[src/rtl/pll_rst_ctrl_pkg.sv]
// Shared encodings for the PLL reset/lock sequencer.
// State codes are fixed for compatibility with existing tooling.
package pll_rst_ctrl_pkg;

  localparam logic [2:0] S_HOLD   = 3'd0;
  localparam logic [2:0] S_WAIT   = 3'd1;
  localparam logic [2:0] S_STABLE = 3'd2;
  localparam logic [2:0] S_RUN    = 3'd3;
  localparam logic [2:0] S_FAIL   = 3'd4;

  localparam int RETRY_W = 4;

  function automatic int max3(input int a, input int b, input int c);
    int m;
    m = a;
    if (b > m) m = b;
    if (c > m) m = c;
    return m;
  endfunction

endpackage

[src/rtl/sync_2ff.sv]
// Two-flop synchronizer, async active-low reset to zero.
// Reusable for any width of independent level signals.
module sync_2ff #(
  parameter int W = 1
) (
  input  logic         clk,
  input  logic         rst_n,
  input  logic [W-1:0] d,
  output logic [W-1:0] q
);

  logic [W-1:0] meta;

  always_ff @(posedge clk or negedge rst_n) begin
    if (!rst_n) begin
      meta <= '0;
      q    <= '0;
    end else begin
      meta <= d;
      q    <= meta;
    end
  end

endmodule

[src/rtl/pll_rst_ctrl.sv]
// PLL areset / lock qualification sequencer.
// Outputs are registered from the next state.
module pll_rst_ctrl
  import pll_rst_ctrl_pkg::*;
#(
  parameter int RST_HOLD     = 100,
  parameter int LOCK_STABLE  = 64,
  parameter int LOCK_TIMEOUT = 50000,
  parameter int MAX_RETRY    = 3
) (
  input  logic               clk,
  input  logic               rst_n,
  input  logic               locked,
  input  logic               restart,
  output logic               pll_areset,
  output logic               sys_rst_n,
  output logic               ready,
  output logic               fail,
  output logic [RETRY_W-1:0] retry_cnt
);

  localparam int CNT_MAX =
    max3(RST_HOLD, LOCK_STABLE, LOCK_TIMEOUT);
  localparam int CNT_W =
    (CNT_MAX > 1) ? $clog2(CNT_MAX) : 1;

  localparam logic [CNT_W-1:0] HOLD_END =
    CNT_W'(RST_HOLD - 1);
  localparam logic [CNT_W-1:0] STAB_END =
    CNT_W'(LOCK_STABLE - 1);
  localparam logic [CNT_W-1:0] TOUT_END =
    CNT_W'(LOCK_TIMEOUT - 1);
  localparam logic [RETRY_W-1:0] RETRY_LIM =
    RETRY_W'(MAX_RETRY);

  logic               locked_s;
  logic [2:0]         state;
  logic [2:0]         nxt;
  logic [CNT_W-1:0]   cnt;
  logic [RETRY_W-1:0] nxt_retry;
  logic               cnt_en;

  sync_2ff #(.W(1)) u_sync (
    .clk   (clk),
    .rst_n (rst_n),
    .d     (locked),
    .q     (locked_s)
  );

  always_comb begin
    nxt       = state;
    nxt_retry = retry_cnt;
    unique case (state)
      S_HOLD: begin
        if (cnt == HOLD_END) nxt = S_WAIT;
      end
      S_WAIT: begin
        if (locked_s) begin
          nxt = S_STABLE;
        end else if (cnt == TOUT_END) begin
          if (retry_cnt == RETRY_LIM) begin
            nxt = S_FAIL;
          end else begin
            nxt       = S_HOLD;
            nxt_retry = retry_cnt + RETRY_W'(1);
          end
        end
      end
      S_STABLE: begin
        if (!locked_s) nxt = S_WAIT;
        else if (cnt == STAB_END) nxt = S_RUN;
      end
      S_RUN: begin
        if (!locked_s) nxt = S_HOLD;
      end
      S_FAIL: begin
        nxt = S_FAIL;
      end
      default: begin
        nxt = S_HOLD;
      end
    endcase
    if (nxt == S_RUN) nxt_retry = '0;
    // restart overrides whatever the state decided
    if (restart) begin
      nxt       = S_HOLD;
      nxt_retry = '0;
    end
  end

  assign cnt_en = (state == S_HOLD) ||
                  (state == S_WAIT) ||
                  (state == S_STABLE);

  always_ff @(posedge clk or negedge rst_n) begin
    if (!rst_n) begin
      state      <= S_HOLD;
      cnt        <= '0;
      retry_cnt  <= '0;
      pll_areset <= 1'b1;
      sys_rst_n  <= 1'b0;
      ready      <= 1'b0;
      fail       <= 1'b0;
    end else begin
      state     <= nxt;
      retry_cnt <= nxt_retry;
      if (restart || (nxt != state) || !cnt_en)
        cnt <= '0;
      else
        cnt <= cnt + CNT_W'(1);
      pll_areset <= (nxt == S_HOLD) || (nxt == S_FAIL);
      sys_rst_n  <= (nxt == S_RUN);
      ready      <= (nxt == S_RUN);
      fail       <= (nxt == S_FAIL);
    end
  end

endmodule
[config.mk]
export PLATFORM = sky130hd
export DESIGN_NAME = pll_rst_ctrl
export DESIGN_NICKNAME = d
export VERILOG_FILES = /design/src/rtl/pll_rst_ctrl_pkg.sv /design/src/rtl/sync_2ff.sv /design/src/rtl/pll_rst_ctrl.sv
export SDC_FILE = /design/constraint.sdc
export NUM_CORES = 1
export LEC_CHECK = 0
export BUFFER_PORTS_ARGS = -buffer_cell sky130_fd_sc_hd__buf_4
export CORE_MARGIN = 3
export CORE_UTILIZATION = 60
export CTS_BUF_LIST = sky130_fd_sc_hd__clkbuf_8 sky130_fd_sc_hd__clkbuf_16
export DETAILED_ROUTE_END_ITERATION = 10
export PLACE_DENSITY = 0.8
export SYNTH_ARGS = -nofsm -noshare
export SYNTH_HDL_FRONTEND = slang
export SYNTH_HIERARCHICAL = 1
export SYNTH_SLANG_ARGS = --single-unit
[constraint.sdc]
create_clock -name clk -period 4.4 [get_ports clk]
set_clock_uncertainty 0.2 [all_clocks]
set_input_delay 0.88 -clock clk [delete_from_list [all_inputs] [get_ports clk]]
set_output_delay 0.88 -clock clk [all_outputs]
set_load 0.05 [all_outputs]
==> impl_metrics.yaml, run 1 <==
run_status:
  status: "completed"
cts:
  worst_skew_pair.late_latency_ns: 0.27
  clock-sinks: 28
  htreeDepth: 1
  cts_buffers: 3
  cts_tree: "yes"
  cts-resized-gates: 0
  clk_pin_slew_ns: 0.09
  holdBufCountCts: 0
  root_buffer: "clkbuf_8"
  post-cts-setup-buffers: 0
  cts_max_path_buffers: 2
sta:
  tns_ns: 0
  finalMaxSlewViolations: 0
  tightest_slew_ns: 0.7657
  rsz0062_at_grt: "no"
  fin_hold_ws_ns: 0.1584
  layout_min_cycle_time_ns: 2.551
  final-setup-viol-count: 0
  setup_ws_ns: 1.849
  fin_crit_sh: 0.5797
  max_freq_mhz: 392.0
  slew_headroom: 0.4879
  hold_violations: 0
yosys:
  ys_top_cells_by_area: "dfrtp_1, nor2_1, xnor2_1, xor2_1, nor2_2"
  ys_async_sr_fraction: 1.000
  yosysUniqueCellTypes: 44
  yosysTopAreaCellShare: 0.4557
  netlist_area_um2: 1483
  ys_seq_area_frac: 0.4734
  yosys_warnings: 6
  yosys_most_used_dff: "dfrtp_1"
  ys_ff_latch: 28
  synth_nets: 146
  synth_top_area_cell: "dfrtp_1"
  syn-mean-instance-area_um2: 10.59
  synth_edf_count: 0
  syn_inst: 140
global_routing:
  gr-total-overflow: 0
  grt_pass1_vias: 1086
  antenna_found_initial: 0
  grtUsageTotal: 0.1853
  grt_max_degree: 29
  grt_first_pass_wirelength_um: 4685
cells_and_area:
  drive_gt1_frac: 0.2434
  fin_area_um2: 1622
  regArea_um2: 701.9
  nFillCells: 173
  antenna_cells: 0
  postLayoutCoreUtil: 0.7125
  syn_to_final_growth_pct: 9.367
  finalNetCount: 159
  multi_input_area_um2: 753.2
place:
  hpwl_um: 2013
  dpl_cell_area_um2: 1577
  io_buffers: 11
  place_congestion: 0.8079
  place_worst_setup_slack_ns: 1.856
floorplanning:
  rows: 17
  die_height_um: 55.71
  dieArea_um2: 3104
  io_pins: 12
  core_um2: 2276
  die_w_um: 55.71
  initial_utilization: 0.6515
job:
  drv_cap: 0
worst_setup_path:
  crit_required_ns: 4.33
  r2r_slack_ns: 1.85
  r2r_start: "cnt[0]"
  crit_path_end_kind: "flop"
  arrival_ns: 2.48
  cp-start-kind: "flop"
  r2r_end: "cnt[1]"
  crit_fanout: 11
  criticalPathCategory: "flop to flop"
  rr_worst_depth: 6
min_path:
  hold_path.class: "flop to flop"
  min_path_cells: 0
  min-delay-start: "u_sync/meta"
  hold_end: "u_sync/q"
route:
  via_per_inst: 5.822
  routedWlPerCell_um: 15.09
  ant_nets: 0
  first_pass_iters: 4
  routed_wl_um: 2717
  drc_errors: 0
  drt_iter0_markers: 45
  vias: 1048
pwr:
  ir_drop_uv: 268.5
  power_density_nw_per_um2: 258.1
  cellLeakagePower_nw: 0.6894
-- area by class of cell --
class / instances / area share
timing repair buffer: 11 / 0.05093
clock inverter: 1 / 0.002315
multi-input combinational: 108 / 0.4645
inverter: 1 / 0.002315
clock buffer: 3 / 0.02546
sequential: 28 / 0.4329
tap: 28 / 0.02160
-- cell families after synthesis --
logic type                 Yosys count  synth area share
AOI/OAI and AO/OA                   11           0.05823
xor gates and xnor gates            16           0.09452
adders and majority gates            2           0.01687
buffers and inverters                4           0.01856
DFF                                 28            0.4734
muxes                                1          0.006751
and+or+nand+nor                     78            0.3317
-- power breakdown --
| group | leakage, nW | total, mW | internal, mW | switching [mW] |
|---|---|---|---|---|
| Clock | 0.0269 | 0.135 | 0.0625 | 0.0730 |
| Sequential | 0.381 | 0.264 | 0.260 | 0.00359 |
| Combinational | 0.282 | 0.0191 | 0.00683 | 0.0122 |
| Total | 0.689 | 0.419 | 0.330 | 0.0888 |
-- Yosys cell counts, drive strengths merged, types with 2 or more instances --
cell type  number
ha              2
nand2           7
nor4            2
nand4           4
o21ai           2
and4            3
and3            2
nand3           4
xor2            8
a21oi           2
nand2b          2
nor4b           3
nor3b           3
xnor2           8
nor2           31
a31oi           3
nor2b           3
nor3            4
dfrtp          27
or4             2
buf             3
a211o           2
-- worst max-delay path by stage --
stage	startpoint	end	slack, ns	cells after the start
2_1_floorplan	cnt[9]	cnt[14]	2.38	6
5_1_grt	cnt[0]	cnt[2]	1.65	6
3_5_place_dp	cnt[0]	cnt[1]	1.86	6
3_3_place_gp	cnt[9]	cnt[1]	1.95	5
4_1_cts	cnt[0]	cnt[1]	1.83	6
6_report	cnt[0]	cnt[1]	1.85	6
-- per-layer routing --
layer	part of all wire	vias up	track usage
met1	0.46	506	0.2414
li1	-	517	-
met2	0.50	19	0.3193
met5	0	-	0
met4	0.017	0	0.06944
met3	0.023	6	0.01624
-- worst max-delay path: stages, from the launching register on --
cell and delay, ns:
dfrtp_1 0.42, ha_1 0.27, nand3_1 0.19, nor3_1 0.40
a41oi_2 0.23, a31oi_2 0.62, nor2b_1 0.10
-- through the flow --
| stage | std cells | power [mW] |
|---|---|---|
| detailed placement | 176 | 0.2886 |
| finish | 180 | 0.4186 |
| global placement | 176 | 0.2878 |
| floorplan | 140 | 0.2794 |
| global route | 180 | 0.4361 |
| CTS | 180 | 0.4241 |
-- registers in the layout, summed over array words and instances, names as in the netlist --
signal       count
pll_areset       1
u_sync/q         1
u_sync/meta      1
fail             1
retry_cnt        4
cnt             16
state            3
ready            1
-- cells in the final DEF (no fill, tap or decap), types with 2 or more instances in the layout --
cell type | netlist | routed
a211o_1 | 2 | 2
a21oi_1 | 2 | 2
a31oi_1 | 2 | 2
and4_1 | 3 | 3
buf_4 | 1 | 11
clkbuf_8 | 0 | 3
dfrtp_1 | 27 | 27
ha_1 | 2 | 2
inv_1 | 1 | 2
nand2_1 | 6 | 6
nand2b_1 | 2 | 2
nand3_1 | 4 | 4
nand4_1 | 4 | 4
nor2_1 | 21 | 21
nor2_2 | 10 | 10
nor2b_1 | 3 | 3
nor3_1 | 2 | 2
nor3_2 | 2 | 2
nor3b_1 | 3 | 3
nor4b_1 | 2 | 2
o21ai_0 | 2 | 2
or4_4 | 2 | 2
xnor2_1 | 8 | 8
xor2_1 | 8 | 8
Power figures use the tool's default switching activity.
==> run 2, diff against run 1 <==
- ABC_AREA: default -> 1
- CORE_UTILIZATION: 60 -> 53
- PLACE_DENSITY: 0.8 -> 0.75
- clock period: 4.4 -> 2.2 ns (I/O delays scaled with it)
==> run 2 against run 1 <==
Net effect: synthesized area rose by 4.1%; routed wire length fell by 2.5%; sequential share of layout area fell by 3.0 points; first-iteration DRC count rose by 8.9%; count of clock-buffer cells in the layout rose by 1; total power rose by 110%; setup slack got worse by 1.7 ns; critical path type unchanged; critical endpoint is now cnt[14]; largest power group unchanged; highest routed layer unchanged.
==> impl_metrics.yaml, run 2 <==
cells_and_area:
  largest_reg_flops: 16
  regMostFlops: "cnt"
  drive_gt1_frac: 0.2487
  final_cell_mix: "nor2_1, dfrtp_1, nand2_1, inv_1, nand3_1"
  reg_top3: "cnt: 16 flops, retry_cnt: 4 flops, state: 3 flops"
  finalNetCount: 200
  fin_area_um2: 1744
  nFillCells: 210
  layout_commonest_cell: "nor2_1"
  antenna_cells: 0
  syn_to_final_growth_pct: 12.97
sta:
  setup_ws_ns: 0.1865
  fin_crit_sh: 0.9152
  hold_violations: 0
  finalMaxSlewViolations: 0
  layout_min_cycle_time_ns: 2.013
  max_freq_mhz: 496.7
  slew_headroom: 0.7673
  tightest_slew_ns: 0.3490
  final-setup-viol-count: 0
  rsz0062_at_grt: "no"
  fin_hold_ws_ns: 0.07091
  tns_ns: 0
worst_setup_path:
  r2r_end: "cnt[14]"
  critical_path.cell_chain: "ha_1, nand3_2, nor2_1, nand3_1, nor2_1, nand4_1, xnor2_1, inv_1, nor2_4"
  crit_fanout: 4
  crit_required_ns: 2.21
  r2r_start: "cnt[0]"
  critPathMaxStageDelay_ns: 0.37
  rr_worst_depth: 9
  arrival_ns: 2.03
  critical-path-slowest-cell: "dfrtp_1"
  crit_top_cell: "nor2_1"
  crit_path_end_kind: "flop"
  criticalPathCategory: "flop to flop"
  cp-start-kind: "flop"
  r2r_slack_ns: 0.19
yosys:
  ys_seq_area_frac: 0.4546
  ys_ff_latch: 28
  yosysUniqueCellTypes: 23
  yosysMostFrequentCell: "nor2_1"
  yosysTopAreaCellShare: 0.4376
  netlist_area_um2: 1544
  synth_edf_count: 0
  yosys_most_used_dff: "dfrtp_1"
  ys_async_sr_fraction: 1.000
  synthTopCellsByCount: "nor2_1, dfrtp_1, nand2_1"
  synth_top_area_cell: "dfrtp_1"
  syn_inst: 176
  ys_top_cells_by_area: "dfrtp_1, nor2_1, nor2_4, nand2_1, xor2_1"
  yosys_warnings: 6
  synth_nets: 182
  syn-mean-instance-area_um2: 8.773
floorplanning:
  io_pins: 12
  rows: 18
  initial_utilization: 0.5910
  dieArea_um2: 3597
  die_w_um: 59.98
  die_height_um: 59.98
  core_um2: 2613
pwr:
  swShare: 0.2135
  internal_power_mw: 0.7003
  pwr-share-clk: 0.350
  cellLeakagePower_nw: 0.7806
  p_total_mw: 0.8905
  seqPwrFrac: 0.591
  ir_drop_uv: 541.8
  p_switching_mw: 0.1902
  power_density_nw_per_um2: 510.6
  power_frac_comb: 0.059
global_routing:
  grt_max_degree: 29
  antenna_found_initial: 0
  grt_first_pass_wirelength_um: 4705
  grtUsageTotal: 0.1727
  gr-total-overflow: 0
  grt_pass1_vias: 1073
place:
  place_worst_setup_slack_ns: 0.1156
  hpwl_um: 1947
  dpl_cell_area_um2: 1637
  io_buffers: 11
  place_congestion: 0.8848
cts:
  worst_skew_pair.late_latency_ns: 0.27
  clock-sinks: 28
  cts_tree: "yes"
  clk_pin_slew_ns: 0.09
  cts_buffers: 3
  root_buffer: "clkbuf_8"
  cts_max_path_buffers: 2
  htreeDepth: 1
run_status:
  status: "completed"
route:
  drc_errors: 0
  via_per_inst: 5.161
  drt_iter0_markers: 49
  first_pass_iters: 4
  routed_wl_um: 2648
  vias: 1151
  routedWlPerCell_um: 11.87
  ant_nets: 0
min_path:
  hold_end: "u_sync/meta"
  min_path_cells: 1
  hold_path.class: "primary input to flop"
  min-delay-start: "locked"
job:
  drv_cap: 0
[run 2: power groups by stage]
stage,clock [mW],combinational (mW),sequential (mW)
after floorplan,0,0.0284,0.535
after global placement,0,0.0419,0.537
after detailed placement,0,0.0444,0.537
after CTS,0.323,0.0462,0.527
after global routing,0.336,0.0580,0.528
final,0.311,0.0523,0.527
[run 2: cell families (layout without fill, tap and decap cells)]
family                   after synthesis  in the layout  synth area share
flip-flops                            28             28            0.4546
AND/OR/NAND/NOR                      102            102            0.3517
AO/OA/AOI/OAI                          8              8           0.02836
adder cells (fa/ha/maj)                2              2           0.01620
XOR/XNOR                              15             15           0.08509
buffers and inverters                 21             38           0.06402
[run 2: per-layer routing]
metal,global-route usage,vias to the layer above,wire [um],part of all wire
li1,-,580,-,-
met1,0.2335,541,1243,0.47
met2,0.2747,26,1272,0.48
met3,0.04536,4,108,0.041
met4,0.04430,0,23,0.0087
met5,0,-,0,0
[run 2: worst max path at each step]
stage,start,end,slack (ns)
floorplan,retry_cnt[0],cnt[9],0.21
finish,cnt[0],cnt[14],0.19
detailed placement,cnt[0],cnt[2],0.12
global placement,cnt[0],cnt[0],0.18
CTS,cnt[0],cnt[2],0.06
global route,cnt[0],cnt[14],0.03
[run 2: layout make-up]
type	instances	area, um2	area share
Inverter	19	71.32	0.04089
Timing Repair Buffer	15	127.6	0.07317
Sequential cell	28	701.9	0.4024
Multi-Input combinational cell	127	750.7	0.4304
Clock buffer	4	55.05	0.03156
Tap cell	30	37.54	0.02152
[run 2: what timing repair did]
item	CTS	global route
endpoints found under the setup margin	0	16
resized for setup	0	1
buffers inserted	0	3
hold buffers	1	0
hold endpoints to repair	27	0
[run 2: critical path, delay by kind of cell (launching register included)]
family	cells	cell delay (ns)
AND/OR/NAND/NOR	6	0.91
XOR/XNOR	1	0.15
buffers and inverters	1	0.08
flip-flops	1	0.37
adder cells (fa/ha/maj)	1	0.24
[run 2: through the flow]
stage,util,instances
after floorplan,-,176
after global placement,0.6264,215
after detailed placement,0.6264,215
after CTS,0.6513,220
after global routing,0.6676,223
final,0.6676,223
